### src/rtl/spi_slave_regs.sv
// SPI responder emulating the control-port register file of the SBIS BOS device.
// The SPI lines are oversampled on the system clock. 16-bit frames are decoded as
// {rw, addr[6:0]} followed by a data byte. Reads return data MSB first on miso.
module spi_slave_regs #(
   parameter int         N_REGS  = 16,
   parameter bit         CPOL    = 1'b0,
   parameter logic [7:0] RST_VAL = 8'h00
) (
   input  logic                clk,
   input  logic                n_rst,
   input  logic                n_cs,
   input  logic                sclk,
   input  logic                mosi,
   output logic                miso,
   output logic [8*N_REGS-1:0] regs,
   output logic                wr_pulse,
   output logic [6:0]          wr_addr,
   output logic [7:0]          wr_data,
   output logic                addr_err,
   output logic                frame_err
);

   typedef enum logic [1:0] {IDLE, ADDR, DATA, DONE} state_t;

   localparam logic [7:0] N_REGS_W = 8'(N_REGS);

   state_t     state;
   state_t     state_next;

   logic [1:0] cs_sync;
   logic [1:0] sclk_sync;
   logic [1:0] mosi_sync;
   logic       sclk_prev;
   logic       cs_s;
   logic       sclk_s;
   logic       mosi_s;
   logic       sample_edge;
   logic       shift_edge;

   logic [2:0] bit_cnt;
   logic [7:0] shift_in;
   logic [7:0] rx_byte;
   logic       rw;
   logic [6:0] addr;
   logic       addr_ok;
   logic [7:0] tx;
   logic [7:0] rd_data;
   logic       miso_q;
   logic       last_bit;

   logic       hdr_load;
   logic       frame_end;
   logic       abort;
   logic       shift_en;
   logic       do_write;
   logic       do_aerr;

   logic [7:0] reg_file [N_REGS];

   assign cs_s     = cs_sync[1];
   assign sclk_s   = sclk_sync[1];
   assign mosi_s   = mosi_sync[1];
   assign rx_byte  = {shift_in[6:0], mosi_s};
   assign last_bit = sample_edge && (bit_cnt == 3'd7);
   assign addr_ok  = ({1'b0, addr} < N_REGS_W);
   assign miso     = miso_q;

   // Sample and shift edges are found on the polarity-normalised synchronized clock,
   // so the sample edge is always the first edge leaving the idle level.
   assign sample_edge = (sclk_s ^ CPOL) & ~(sclk_prev ^ CPOL);
   assign shift_edge  = ~(sclk_s ^ CPOL) & (sclk_prev ^ CPOL);

   // Two-flop synchronizers for the asynchronous SPI pins, plus the sclk history
   // flop used for edge detection. The chip-select synchronizer resets to "selected"
   // so that a frame still running across a reset is parked in DONE until n_cs truly rises.
   always_ff @(posedge clk or negedge n_rst) begin
      if (!n_rst) begin
         cs_sync   <= 2'b00;
         sclk_sync <= {2{CPOL}};
         mosi_sync <= 2'b00;
         sclk_prev <= CPOL;
      end else begin
         cs_sync   <= {cs_sync[0], n_cs};
         sclk_sync <= {sclk_sync[0], sclk};
         mosi_sync <= {mosi_sync[0], mosi};
         sclk_prev <= sclk_s;
      end
   end

   // State register; reset parks the machine in DONE so a half-seen frame is never decoded.
   always_ff @(posedge clk or negedge n_rst) begin
      if (!n_rst) begin
         state <= DONE;
      end else begin
         state <= state_next;
      end
   end

   // Next-state logic; a 16th sample edge wins over a simultaneous chip-select rise.
   always_comb begin
      state_next = state;
      case (state)
         IDLE: if (!cs_s) state_next = ADDR;
         ADDR: begin
            if (cs_s) begin
               state_next = IDLE;
            end else if (last_bit) begin
               state_next = DATA;
            end
         end
         DATA: begin
            if (last_bit) begin
               state_next = DONE;
            end else if (cs_s) begin
               state_next = IDLE;
            end
         end
         DONE: if (cs_s) state_next = IDLE;
         default: state_next = DONE;
      endcase
   end

   // Per-state control decode: header latch, frame completion, abort and read shifting.
   always_comb begin
      hdr_load  = 1'b0;
      frame_end = 1'b0;
      abort     = 1'b0;
      shift_en  = 1'b0;
      case (state)
         ADDR: begin
            abort    = cs_s;
            hdr_load = !cs_s && last_bit;
         end
         DATA: begin
            frame_end = last_bit;
            abort     = cs_s && !last_bit;
            shift_en  = rw && shift_edge;
         end
         default: ;
      endcase
   end

   assign do_write = frame_end && !rw && addr_ok;
   assign do_aerr  = frame_end && !addr_ok;

   // Read lookup for the address arriving with the 8th sample edge; out-of-range reads give zero.
   always_comb begin
      rd_data = 8'h00;
      for (int i = 0; i < N_REGS; i++) begin
         if (rx_byte[6:0] == 7'(i)) rd_data = reg_file[i];
      end
   end

   // Serial datapath: bit counter, input shifter, header latch and the read-data shifter.
   always_ff @(posedge clk or negedge n_rst) begin
      if (!n_rst) begin
         bit_cnt  <= 3'd0;
         shift_in <= 8'h00;
         rw       <= 1'b0;
         addr     <= 7'd0;
         tx       <= 8'h00;
         miso_q   <= 1'b0;
      end else begin
         if (state == IDLE) begin
            bit_cnt <= 3'd0;
         end else if (sample_edge && (state == ADDR || state == DATA)) begin
            bit_cnt  <= bit_cnt + 3'd1;
            shift_in <= rx_byte;
         end
         if (hdr_load) begin
            rw   <= rx_byte[7];
            addr <= rx_byte[6:0];
            tx   <= rd_data;
         end
         if (state_next != DATA) begin
            miso_q <= 1'b0;
         end else if (shift_en) begin
            miso_q <= tx[7];
            tx     <= {tx[6:0], 1'b0};
         end
      end
   end

   // Register file and strobes, all registered one clock after the deciding sample edge.
   always_ff @(posedge clk or negedge n_rst) begin
      if (!n_rst) begin
         for (int i = 0; i < N_REGS; i++) reg_file[i] <= RST_VAL;
         wr_pulse  <= 1'b0;
         wr_addr   <= 7'd0;
         wr_data   <= 8'h00;
         addr_err  <= 1'b0;
         frame_err <= 1'b0;
      end else begin
         wr_pulse  <= do_write;
         addr_err  <= do_aerr;
         frame_err <= abort;
         if (do_write) begin
            wr_addr <= addr;
            wr_data <= rx_byte;
            for (int i = 0; i < N_REGS; i++) begin
               if (addr == 7'(i)) reg_file[i] <= rx_byte;
            end
         end
      end
   end

   for (genvar g = 0; g < N_REGS; g++) begin : g_flat
      assign regs[8*g +: 8] = reg_file[g];
   end

endmodule

### config.mk
export PLATFORM = sky130hd
export DESIGN_NAME = spi_slave_regs
export DESIGN_NICKNAME = d
export VERILOG_FILES = /design/src/rtl/spi_slave_regs.sv
export SDC_FILE = /design/constraint.sdc
export NUM_CORES = 1
export LEC_CHECK = 0
export BUFFER_PORTS_ARGS = -buffer_cell sky130_fd_sc_hd__buf_4
export CORE_MARGIN = 2
export CORE_UTILIZATION = 31
export DETAILED_ROUTE_END_ITERATION = 10
export GPL_ROUTABILITY_DRIVEN = 1
export PLACE_DENSITY_LB_ADDON = 0.15
export SKIP_LAST_GASP = 1
export SYNTH_ARGS = -nofsm -noshare
export SYNTH_HDL_FRONTEND = slang
export SYNTH_SLANG_ARGS = --single-unit
### constraint.sdc
create_clock -name clk -period 2.4 [get_ports clk]
set_clock_uncertainty 0.1 [all_clocks]
set_input_delay 0.48 -clock clk [delete_from_list [all_inputs] [get_ports clk]]
set_output_delay 0.48 -clock clk [all_outputs]
set_load 0.01 [all_outputs]
==> Word-level counts from Yosys, hierarchy flattened <==
Index checks and enable logic that the tools add are counted.
{ "word_totals": {"out_inout_bits": 147, "elab_cells": 142, "in_bits": 5, "regBits": 182} }
{ "classes": {"n_reduce_logical": 35, "n_eq_ne": 35, "n_lt_le_gt_ge": 1, "bitwise": 5, "add_sub_neg": 1, "n_mux": 33} }
{ "ops": {"columns": ["op", "count"], "rows": [
  ["$mux W8", 19],
  ["$eq A7 B4 Y1 const B", 16],
  ["$eq A7 B3 Y1 const B", 8],
  ["$reduce_and A2 Y1", 17],
  ["$eq A7 B2 Y1 const B", 4],
  ["$eq A7 B1 Y1 const B", 2],
  ["$logic_not A7 Y1", 2],
  ["$mux W2", 5],
  ["$logic_and A1 B1 Y1", 8],
  ["$pmux W2 S4", 1],
  ["$lt A7 B5 Y1 const B", 1],
  ["$mux W3", 2],
  ["$mux W1", 5],
  ["$eq A2 B2 Y1 const B", 2],
  ["$logic_not A1 Y1", 4],
  ["$reduce_bool A2 Y1", 2],
  ["$add A3 B1 Y3 const B", 1],
  ["$eq A3 B3 Y1 const B", 1],
  ["$not A1 Y1", 3],
  ["$and A1 B1 Y1", 2],
  ["$eq A2 B1 Y1 const B", 1],
  ["$logic_not A2 Y1", 1],
  ["$ne A2 B2 Y1 const B", 1],
  ["$pmux W1 S2", 1],
  ["$logic_or A1 B1 Y1", 1]
]} }

==> Logic depth before layout (Yosys ltp) <==
Gate-level depths: netlist of run 1.
{ "depth": {"ltp_word": 20, "depth_mapped": 10, "ltp_nobuf": 8} }

==> Worst setup path after synthesis of run 1 <==
Ideal clock, no wire load.
{ "synth_timing": {"path_type": "reg-to-reg", "start": "register state[0]", "end": "register tx[5]", "period_less_slack_ns": 2.465, "setup_time_ns": 0.131, "arrival_ns": 2.234, "path_stages_with_launch": 10, "setup_slack_ns": -0.065, "path_cell_list": "dfstp_2 > inv_1 > ha_1 > buf_2 > or4_1 > o211a_1 > or3_4 > buf_6 > o2111ai_1 > o21ai_0"} }
{ "synth_via": {"elab_chain_len": 5, "elab_cells_between_ends": 16, "classes_between": "eq/ne: 4; mux: 11; reduce/logical: 1"} }
{ "synth_rtl": {"columns": ["element", "line", "rtl"], "rows": [
  ["start: declaration", "27", "state_t state;"],
  ["start signal: assignment", "95", "state <= state_next;"],
  ["$mux W2, or another cell as far along", "114, 118", null],
  ["$mux W2, or another cell as far along", "112", "if (last_bit) begin"],
  ["$pmux W2 S4 / $mux W8 (equally long branches)", "102, 170", null],
  ["$ne A2 B2 Y1 / $mux W8 (equally long branches)", "175, 177", null],
  ["$mux W8 (*)", "175", "if (state_next != DATA) begin"],
  ["end signal: assignment", "173", "tx <= rd_data;"],
  ["end signal: assignment", "179", "tx <= {tx[6:0], 1'b0};"],
  ["end: declaration", "46", "logic [7:0] tx;"]
]} }
Every way passes the cells marked *; elsewhere a longest branch is shown, timed or not.
A chain may end at the register's enable or synchronous reset.

==> Worst setup path in the final report of run 1 <==
{ "layout_timing": {"start": "register state[1]", "end": "register tx[2]"} }
Same word-level chain as after synthesis.

==> report_table.html, run 1 <==
<table>
<tr><th>Metric</th><th>Value</th></tr>
<tr><th colspan="2">Final layout</th></tr>
<tr><td>Area used by sequential logic in the layout</td><td>4560 um2</td></tr>
<tr><td>Final non-filler cell area</td><td>about 11000 um2</td></tr>
<tr><td>Core occupancy in the finished layout</td><td>around two fifths</td></tr>
<tr><td>Number of nets in the finished design</td><td>about 900</td></tr>
<tr><td>Top library cells by usage in the layout, fill and taps aside</td><td>sky130_fd_sc_hd__buf_4 (209), sky130_fd_sc_hd__dfrtp_1 (178), sky130_fd_sc_hd__mux2_2 (91)</td></tr>
<tr><td>N_diodes</td><td>0</td></tr>
<tr><td>Post-route non-filler standard cell count</td><td>1260</td></tr>
<tr><td>Number of fill cells in the layout</td><td>about 2600</td></tr>
<tr><td>Area growth from synthesis to layout</td><td>31.4%</td></tr>
<tr><td>Leading cell type in the layout, fill and taps excluded</td><td>sky130_fd_sc_hd__buf_4</td></tr>
<tr><td>Fraction of layout instances using a drive strength above 1</td><td>43.9%</td></tr>
<tr><td>Area of the multi-input gates</td><td>roughly 3700 um2</td></tr>
<tr><th colspan="2">Worst setup path</th></tr>
<tr><td>Crit-path cells</td><td>buf_6 -&gt; inv_4 -&gt; ha_4 -&gt; or4_4 -&gt; o211a_4 -&gt; or3_4 -&gt; o22a_1</td></tr>
<tr><td>Worst R2R End</td><td>tx[2]</td></tr>
<tr><td>Largest incremental delay on the critical path</td><td>0.55 ns</td></tr>
<tr><td>FF-to-FF setup slack</td><td>-0.02 ns</td></tr>
<tr><td>CP max stage cell</td><td>sky130_fd_sc_hd__dfstp_2</td></tr>
<tr><td>Highest net fanout along the worst path</td><td>7</td></tr>
<tr><td>Worst path arrival time</td><td>2.64 ns</td></tr>
<tr><td>Launch point of the worst reg-to-reg path</td><td>state[1]</td></tr>
<tr><td>Critical Path Source Type</td><td>flip-flop</td></tr>
<tr><td>Required time of the critical path</td><td>around 2.6 ns</td></tr>
<tr><td>Kind of capture point of the worst setup path</td><td>flip-flop</td></tr>
<tr><td>Length in cells of the worst reg-to-reg path</td><td>7</td></tr>
<tr><td>WS Path Type</td><td>reg2reg</td></tr>
<tr><th colspan="2">Die</th></tr>
<tr><td>Std-Cell Core Area</td><td>~27000 um2</td></tr>
<tr><td>Area of the die</td><td>28800 um2</td></tr>
<tr><td>Die span in x</td><td>170 um</td></tr>
<tr><td>Initial core utilization</td><td>around a third</td></tr>
<tr><td>Die Ht</td><td>170 um</td></tr>
<tr><td>Number of top-level pins</td><td>152</td></tr>
<tr><td>Number of cell rows</td><td>60</td></tr>
<tr><th colspan="2">Route</th></tr>
<tr><td>Total wire length after detailed routing</td><td>roughly 28000 um</td></tr>
<tr><td>Final routed DRC violation total</td><td>0</td></tr>
<tr><td>Detail-routed via count per cell</td><td>5.11</td></tr>
<tr><td>Average wire per cell in the routed design</td><td>around 22 um</td></tr>
<tr><td>TritonRoute pass-1 iters</td><td>5</td></tr>
<tr><td>Detailed-route via count</td><td>between 6000 and 7000</td></tr>
<tr><td>Violation count after the first detailed-routing iteration</td><td>about 430</td></tr>
<tr><td>DRT antenna net count</td><td>0</td></tr>
<tr><th colspan="2">Place</th></tr>
<tr><td>Count of port buffers added during placement</td><td>approximately 150</td></tr>
<tr><td>Pre-CTS setup slack</td><td>-0.0815 ns</td></tr>
<tr><td>Detailed Place HPWL</td><td>around 20000 um</td></tr>
<tr><td>GPL Wtd Cong</td><td>slightly above 0.8</td></tr>
<tr><td>Cell Count Post-Placement</td><td>between 1000 and 1500</td></tr>
<tr><td>Total cell area at the placement stage</td><td>approximately 10000 um2</td></tr>
<tr><th colspan="2">Synthesis</th></tr>
<tr><td>Sequential element share of the synthesized area</td><td>53.5%</td></tr>
<tr><td>Count of unique library cells instantiated by Yosys</td><td>62</td></tr>
<tr><td>Avg Synthesized Cell Area</td><td>between 10 and 15 um2</td></tr>
<tr><td>Ys async rst share</td><td>100%</td></tr>
<tr><td>Net Count, Synth</td><td>roughly 740</td></tr>
<tr><td>Yosys synthesis warning count</td><td>0</td></tr>
<tr><td>Ys flop type</td><td>sky130_fd_sc_hd__dfrtp_1</td></tr>
<tr><td>Synthesized instance count</td><td>between 700 and 800</td></tr>
<tr><td>Synthesized area</td><td>around 8500 um2</td></tr>
<tr><td>Number of synthesized flops with an enable pin</td><td>0</td></tr>
<tr><td>Number of register bits inferred by synthesis</td><td>roughly 180</td></tr>
<tr><th colspan="2">Power and ir drop</th></tr>
<tr><td>Lkg Pwr</td><td>0.00555 uW</td></tr>
<tr><td>Ratio of total power to cell area</td><td>727 nW/um2</td></tr>
<tr><td>Maximum vdd ir drop</td><td>approximately 0.48 mV</td></tr>
<tr><th colspan="2">STA</th></tr>
<tr><td>Unrepaired setup endpoints after global routing</td><td>yes</td></tr>
<tr><td>Transition at the pin with the smallest max-transition slack</td><td>between 0.8 and 0.9 ns</td></tr>
<tr><td>Worst setup slack after layout</td><td>-0.0239 ns</td></tr>
<tr><td>Sum of negative setup slack</td><td>-0.0422 ns</td></tr>
<tr><td>Final period demand of the worst path</td><td>2.42 ns</td></tr>
<tr><td>Final-report setup violation count</td><td>2</td></tr>
<tr><td>Top achievable clock speed</td><td>0.413 GHz</td></tr>
<tr><td>Normalized max-slew margin</td><td>about two fifths</td></tr>
<tr><td>Final hold viol count</td><td>0</td></tr>
<tr><td>Final slew viol count</td><td>0</td></tr>
<tr><td>Post-route clock period utilization</td><td>101%</td></tr>
<tr><th colspan="2">Global routing</th></tr>
<tr><td>Via count of the first global-routing pass</td><td>around 6400</td></tr>
<tr><td>Number of antenna violations at the first check in global routing</td><td>0</td></tr>
<tr><td>Global route overflow</td><td>0</td></tr>
<tr><td>Wire length of the first global-routing pass</td><td>41300 um</td></tr>
<tr><td>Overall routing resource usage</td><td>between 10% and 20%</td></tr>
<tr><td>Pin count of the biggest net entering global routing</td><td>80</td></tr>
<tr><th colspan="2">Min path</th></tr>
<tr><td>Class of the worst hold path</td><td>in2reg</td></tr>
<tr><td>Worst Hold Depth</td><td>1</td></tr>
<tr><td>Worst hold endpoint</td><td>sclk_sync[0]</td></tr>
<tr><td>Worst Hold Launch</td><td>sclk</td></tr>
<tr><th colspan="2">Clock network</th></tr>
<tr><td>Clock root buffer</td><td>sky130_fd_sc_hd__clkbuf_16</td></tr>
<tr><td>Number of buffers on the longest clock path</td><td>2</td></tr>
<tr><td>Cts bufs inserted</td><td>17</td></tr>
<tr><td>Worst-skew pair later-pin latency</td><td>between 0.4 and 0.5 ns</td></tr>
<tr><td>Clock Pin Slew Worst Setup and Hold Paths</td><td>0.07 ns</td></tr>
<tr><td>CTS HTree Levels</td><td>4</td></tr>
<tr><td>TritonCTS clock tree</td><td>yes</td></tr>
<tr><td>Sink count of the clock tree</td><td>182</td></tr>
<tr><th colspan="2">Status</th></tr>
<tr><td>Violated checks</td><td>negative setup slack</td></tr>
<tr><td>Outcome</td><td>finished, violations left</td></tr>
<tr><th colspan="2">Flow run</th></tr>
<tr><td>Maxcap violations</td><td>0</td></tr>
</table>
-- cell families after synthesis --
| logic type | synth area share, % |
|---|---|
| AOI/OAI and AO/OA | 11.0 |
| buffers and inverters | 4.16 |
| and+or+nand+nor | 10.3 |
| DFF | 53.5 |
| adders and majority gates | 0.882 |
| muxes | 20.0 |
| xor gates and xnor gates | 0.103 |
-- routing by layer --
metal / GRT usage (%) / wire length (um) / up-vias
met1: 28.3 / 13400 / 3264
met4: 4.79 / 350 / 0
met3: 3.47 / 1270 / 20
li1: - / - / 2971
met2: 29.5 / 12800 / 189
met5: 0 / 0 / -
-- cells in the mapped netlist, types with 4 or more instances --
master                      number  area (um2)
sky130_fd_sc_hd__dfrtp_1       180        4500
sky130_fd_sc_hd__mux2_2         91        1020
sky130_fd_sc_hd__nand2_1        89         334
sky130_fd_sc_hd__o21ai_0        66         330
sky130_fd_sc_hd__clkbuf_1       27         101
sky130_fd_sc_hd__buf_2          25         125
sky130_fd_sc_hd__mux2i_1        19         190
sky130_fd_sc_hd__nor2_1         19        71.3
sky130_fd_sc_hd__mux2_4         16         240
sky130_fd_sc_hd__a21oi_1        15        75.1
sky130_fd_sc_hd__nor2b_1        14        87.6
sky130_fd_sc_hd__mux4_2         11         248
sky130_fd_sc_hd__a31oi_1        10        62.6
sky130_fd_sc_hd__nand3b_1       10        75.1
sky130_fd_sc_hd__o211ai_1       10        75.1
sky130_fd_sc_hd__inv_1           9        33.8
sky130_fd_sc_hd__nand3_1         7        35.0
sky130_fd_sc_hd__o221ai_1        7        61.3
sky130_fd_sc_hd__buf_6           6        67.6
sky130_fd_sc_hd__ha_1            6        75.1
sky130_fd_sc_hd__nor3_1          6        30.0
sky130_fd_sc_hd__a22oi_1         5        37.5
sky130_fd_sc_hd__and3_1          5        31.3
sky130_fd_sc_hd__buf_1           5        18.8
sky130_fd_sc_hd__or3_1           5        31.3
sky130_fd_sc_hd__a221oi_1        4        35.0
sky130_fd_sc_hd__o2bb2ai_1       4        35.0
-- state kept, by name, summed over array words and instances (netlist names) --
name / count
regs: 128
tx: 8
wr_data: 8
addr: 7
shift_in: 7
wr_addr: 7
bit_cnt: 3
cs_sync: 2
mosi_sync: 2
sclk_sync: 2
state: 2
addr_err: 1
frame_err: 1
miso: 1
rw: 1
sclk_prev: 1
wr_pulse: 1
-- power breakdown --
part	internal [uW]	switching, uW
Sequential	3130	97.3
Clock	1580	1290
Combinational	786	1260
-- layout make-up --
| class | count | share of cell area, % |
|---|---|---|
| clock inverters | 12 | 1.25 |
| flip-flops and latches | 182 | 40.8 |
| inverters | 11 | 0.391 |
| well taps | 341 | 3.81 |
| multi-input cells | 469 | 33.1 |
| repair buffers | 226 | 16.8 |
| clock buffers | 19 | 3.96 |
-- how the worst max path moves through the flow --
stage / from / endpoint / slack (ns) / cells after the start
after floorplan: state[0] / tx[2] / 0.009 / 8
after global placement: shift_in[0] / tx[1] / -0.1 / 6
after detailed placement: shift_in[0] / tx[1] / -0.08 / 6
after CTS: state[1] / regs[3] / 0.009 / 7
after global routing: state[1] / tx[2] / -0.06 / 8
final: state[1] / tx[2] / -0.02 / 7
-- what timing repair did --
item,CTS,global route
gates resized for setup,1,24
setup buffers,0,3
pin swaps,0,6
endpoints found under the hold margin,82,0
endpoints found under the setup margin,1,53
hold buffers,1,0
gates cloned,0,1
-- per-stage QoR --
step / hold WS [ns] / total power (uW)
2_1_floorplan: 0.0844 / 4310
3_5_place_dp: 0.237 / 5240
3_3_place_gp: 0.242 / 5260
4_1_cts: 0.0322 / 8130
5_1_grt: 0.0261 / 8480
6_report: 0.0475 / 8130
-- worst max-delay path, delay by kind of cell, from the launching register on --
family	cells	cell delay [ns]
flops	1	0.55
compound gates	2	0.40
fa+ha+maj	1	0.15
buf+inv	2	0.15
simple gates	2	0.95
Note: power is estimated with default switching activity, not from simulation.
==> run 2: changes to the inputs <==
Settings changed: BUFFER_PORTS_ARGS -buffer_cell sky130_fd_sc_hd__buf_4 to unset, CORE_UTILIZATION 31 to 50, DONT_BUFFER_PORTS set to 1.
==> run 2 against run 1 <==
  * Worst setup slack better by 0.0012 ns
  * The run ends with negative hold slack, negative setup slack left
  * Largest power group unchanged
  * Highest routed layer unchanged
  * Wire length is 11% lower
  * Sequential share of layout area is 5.8 points higher
==> report_table.html, run 2 (synthesis gave the netlist of run 1 again) <==
<table>
<tr><th>Metric</th><th>Value</th></tr>
<tr><th colspan="2">Status</th></tr>
<tr><td>Outcome</td><td>finished, violations left (unchanged)</td></tr>
<tr><td>Violated checks</td><td>negative hold slack, negative setup slack (was negative setup slack)</td></tr>
<tr><th colspan="2">STA</th></tr>
<tr><td>Unrepaired setup endpoints after global routing</td><td>yes (unchanged)</td></tr>
<tr><td>Final slew viol count</td><td>0 (unchanged)</td></tr>
<tr><td>Top achievable clock speed</td><td>0.413 GHz (about the same)</td></tr>
<tr><td>Normalized max-slew margin</td><td>43.0% (was 41.7%)</td></tr>
<tr><td>Final period demand of the worst path</td><td>2.42 ns (about the same)</td></tr>
<tr><td>Transition at the pin with the smallest max-transition slack</td><td>0.855 ns (was 0.875 ns)</td></tr>
<tr><td>Final hold viol count</td><td>181 (was 0)</td></tr>
<tr><td>Worst setup slack after layout</td><td>-0.0227 ns (was -0.0239 ns)</td></tr>
<tr><td>Final-report setup violation count</td><td>4 (was 2)</td></tr>
<tr><td>Minimum hold slack</td><td>-0.360 ns (was 0.0475 ns)</td></tr>
<tr><td>Post-route clock period utilization</td><td>101% (about the same)</td></tr>
<tr><td>Sum of negative setup slack</td><td>-0.0523 ns (was -0.0422 ns)</td></tr>
<tr><th colspan="2">Place</th></tr>
<tr><td>Detailed Place HPWL</td><td>17400 um (was 20100 um)</td></tr>
<tr><td>Count of port buffers added during placement</td><td>0 (was 151)</td></tr>
<tr><td>Total cell area at the placement stage</td><td>9020 um2 (was 10500 um2)</td></tr>
<tr><td>GPL Wtd Cong</td><td>0.901 (was 0.805)</td></tr>
<tr><td>Cell Count Post-Placement</td><td>952 (was 1224)</td></tr>
<tr><th colspan="2">Die</th></tr>
<tr><td>Die Ht</td><td>134 um (was 170 um)</td></tr>
<tr><td>Std-Cell Core Area</td><td>16600 um2 (was 27000 um2)</td></tr>
<tr><td>Area of the die</td><td>18100 um2 (was 28800 um2)</td></tr>
<tr><td>Number of top-level pins</td><td>152 (unchanged)</td></tr>
<tr><td>Die span in x</td><td>134 um (was 170 um)</td></tr>
<tr><td>Initial core utilization</td><td>51.3% (was 31.6%)</td></tr>
<tr><td>Number of cell rows</td><td>47 (was 60)</td></tr>
<tr><th colspan="2">Clock network</th></tr>
<tr><td>Worst-skew pair later-pin latency</td><td>0.44 ns (about the same)</td></tr>
<tr><td>Sink count of the clock tree</td><td>182 (unchanged)</td></tr>
<tr><td>TritonCTS clock tree</td><td>yes (unchanged)</td></tr>
<tr><td>CTS HTree Levels</td><td>4 (unchanged)</td></tr>
<tr><td>Number of buffers on the longest clock path</td><td>2 (unchanged)</td></tr>
<tr><td>Clock root buffer</td><td>sky130_fd_sc_hd__clkbuf_16 (unchanged)</td></tr>
<tr><td>Cts bufs inserted</td><td>17 (unchanged)</td></tr>
<tr><td>CTS Hold Buffers Added</td><td>3 (was 1)</td></tr>
<tr><td>Clock Pin Slew Worst Setup and Hold Paths</td><td>0.07 ns (about the same)</td></tr>
<tr><th colspan="2">Route</th></tr>
<tr><td>TritonRoute pass-1 iters</td><td>5 (unchanged)</td></tr>
<tr><td>DRT antenna net count</td><td>0 (unchanged)</td></tr>
<tr><td>Violation count after the first detailed-routing iteration</td><td>635 (was 433)</td></tr>
<tr><td>Detailed-route via count</td><td>6079 (was 6444)</td></tr>
<tr><td>Final routed DRC violation total</td><td>0 (unchanged)</td></tr>
<tr><td>Average wire per cell in the routed design</td><td>25.1 um (was 22.1 um)</td></tr>
<tr><td>Detail-routed via count per cell</td><td>6.13 (was 5.11)</td></tr>
<tr><td>Total wire length after detailed routing</td><td>24900 um (was 27900 um)</td></tr>
<tr><th colspan="2">Global routing</th></tr>
<tr><td>Overall routing resource usage</td><td>28.2% (was 19.3%)</td></tr>
<tr><td>Via count of the first global-routing pass</td><td>6209 (was 6401)</td></tr>
<tr><td>Wire length of the first global-routing pass</td><td>38400 um (was 41300 um)</td></tr>
<tr><td>Number of antenna violations at the first check in global routing</td><td>0 (unchanged)</td></tr>
<tr><td>Pin count of the biggest net entering global routing</td><td>183 (was 80)</td></tr>
<tr><td>Global route overflow</td><td>0 (unchanged)</td></tr>
<tr><th colspan="2">Worst setup path</th></tr>
<tr><td>Critical Path Source Type</td><td>flip-flop (unchanged)</td></tr>
<tr><td>Required time of the critical path</td><td>2.61 ns (was 2.62 ns)</td></tr>
<tr><td>Worst path arrival time</td><td>2.63 ns (was 2.64 ns)</td></tr>
<tr><td>WS Path Type</td><td>reg2reg (unchanged)</td></tr>
<tr><td>Kind of capture point of the worst setup path</td><td>flip-flop (unchanged)</td></tr>
<tr><td>FF-to-FF setup slack</td><td>-0.02 ns (about the same)</td></tr>
<tr><td>Highest net fanout along the worst path</td><td>7 (unchanged)</td></tr>
<tr><th colspan="2">Final layout</th></tr>
<tr><td>Top library cells by usage in the layout, fill and taps aside</td><td>sky130_fd_sc_hd__dfrtp_1 (178), sky130_fd_sc_hd__mux2_2 (91), sky130_fd_sc_hd__nand2_1 (89) (was sky130_fd_sc_hd__buf_4 (209), sky130_fd_sc_hd__dfrtp_1 (178), sky130_fd_sc_hd__mux2_2 (91))</td></tr>
<tr><td>Area of the multi-input gates</td><td>3710 um2 (was 3700 um2)</td></tr>
<tr><td>Area used by sequential logic in the layout</td><td>4560 um2 (about the same)</td></tr>
<tr><td>Post-route non-filler standard cell count</td><td>991 (was 1260)</td></tr>
<tr><td>Final non-filler cell area</td><td>9810 um2 (was 11200 um2)</td></tr>
<tr><td>Fraction of layout instances using a drive strength above 1</td><td>32.8% (was 43.9%)</td></tr>
<tr><td>N_diodes</td><td>0 (unchanged)</td></tr>
<tr><td>Number of nets in the finished design</td><td>769 (was 918)</td></tr>
<tr><td>Area growth from synthesis to layout</td><td>15.2% (was 31.4%)</td></tr>
<tr><td>Core occupancy in the finished layout</td><td>59.1% (was 41.5%)</td></tr>
<tr><td>Max reg flops</td><td>128 (unchanged)</td></tr>
<tr><td>Number of fill cells in the layout</td><td>1388 (was 2580)</td></tr>
<tr><td>Leading cell type in the layout, fill and taps excluded</td><td>sky130_fd_sc_hd__dfrtp_1 (was sky130_fd_sc_hd__buf_4)</td></tr>
<tr><th colspan="2">Flow run</th></tr>
<tr><td>Maxcap violations</td><td>0 (unchanged)</td></tr>
<tr><th colspan="2">Min path</th></tr>
<tr><td>Class of the worst hold path</td><td>in2async (was in2reg)</td></tr>
<tr><th colspan="2">Power and ir drop</th></tr>
<tr><td>Ratio of total power to cell area</td><td>824 nW/um2 (was 727 nW/um2)</td></tr>
<tr><td>Maximum vdd ir drop</td><td>0.614 mV (was 0.478 mV)</td></tr>
<tr><td>Lkg Pwr</td><td>0.00467 uW (was 0.00555 uW)</td></tr>
</table>
-- run 2: cell types whose count changed in the layout (fill, tap and decap cells not counted), moves of 2 or more --
cell / delta
sky130_fd_sc_hd__clkbuf_1: +2
sky130_fd_sc_hd__clkinvlp_4: +3
sky130_fd_sc_hd__buf_4: -137
sky130_fd_sc_hd__dlygate4sd3_1: +2
sky130_fd_sc_hd__inv_6: -5
sky130_fd_sc_hd__buf_12: -12
-- run 2: routing by layer --
| metal | wire length (um) | track usage (%) |
|---|---|---|
| met4 | 527 | 9.06 |
| met2 | 11800 | 44.4 |
| met5 | 0 | 0 |
| met3 | 2040 | 7.09 |
| met1 | 10500 | 38.7 |
-- run 2: layout make-up --
cell class	instances	share of cell area [%]
multi-input combinational	469	37.8
sequential	182	46.5
inverter	11	0.485
timing repair buffer	77	6.14
tap	220	2.81
clock inverter	10	1.51
clock buffer	22	4.73
-- run 2: power breakdown --
part           internal [uW]  total (uW)  leakage [uW]  switching (uW)
combinational            774        1900       0.00187            1130
clock                   1710        2920      0.000292            1210
sequential              3130        3260       0.00251             129
total                   5610        8080       0.00467            2470
-- run 2: critical path: stages (launching register included) --
cell and delay (ns):
sky130_fd_sc_hd__dfstp_2 0.56, sky130_fd_sc_hd__buf_6 0.12, sky130_fd_sc_hd__inv_4 0.04, sky130_fd_sc_hd__ha_4 0.14, sky130_fd_sc_hd__or4_4 0.49, sky130_fd_sc_hd__o211a_4 0.18
sky130_fd_sc_hd__or3_4 0.46, sky130_fd_sc_hd__o211ai_1 0.11, sky130_fd_sc_hd__o2bb2ai_1 0.09
-- run 2: repair_timing --
action | in CTS | in global routing
resized for setup | 1 | 26
cloned | 0 | 1
buffers inserted | 0 | 3
pin swaps | 1 | 6
endpoints found under the hold margin | 185 | 182
endpoints found under the setup margin | 12 | 38
-- run 2: worst paths after layout --
check,cells past startpoint,start,end
max in group asynchronous,0,n_rst,shift_in[0]
min,0,n_rst,regs[68]
min in group clk,0,mosi_sync[0],mosi_sync[1]
max reg2reg,8,state[1],tx[3]
max,8,state[1],tx[3]
min reg2reg,0,mosi_sync[0],mosi_sync[1]
-- run 2: metrics by stage --
step / total power (uW) / worst slack, ns
CTS: 7990 / -0.00131
finish: 8080 / -0.0227
global placement: 5070 / 0.0380
global route: 8380 / -0.0883
floorplan: 4310 / 0.00932
detailed placement: 5100 / 0.00228
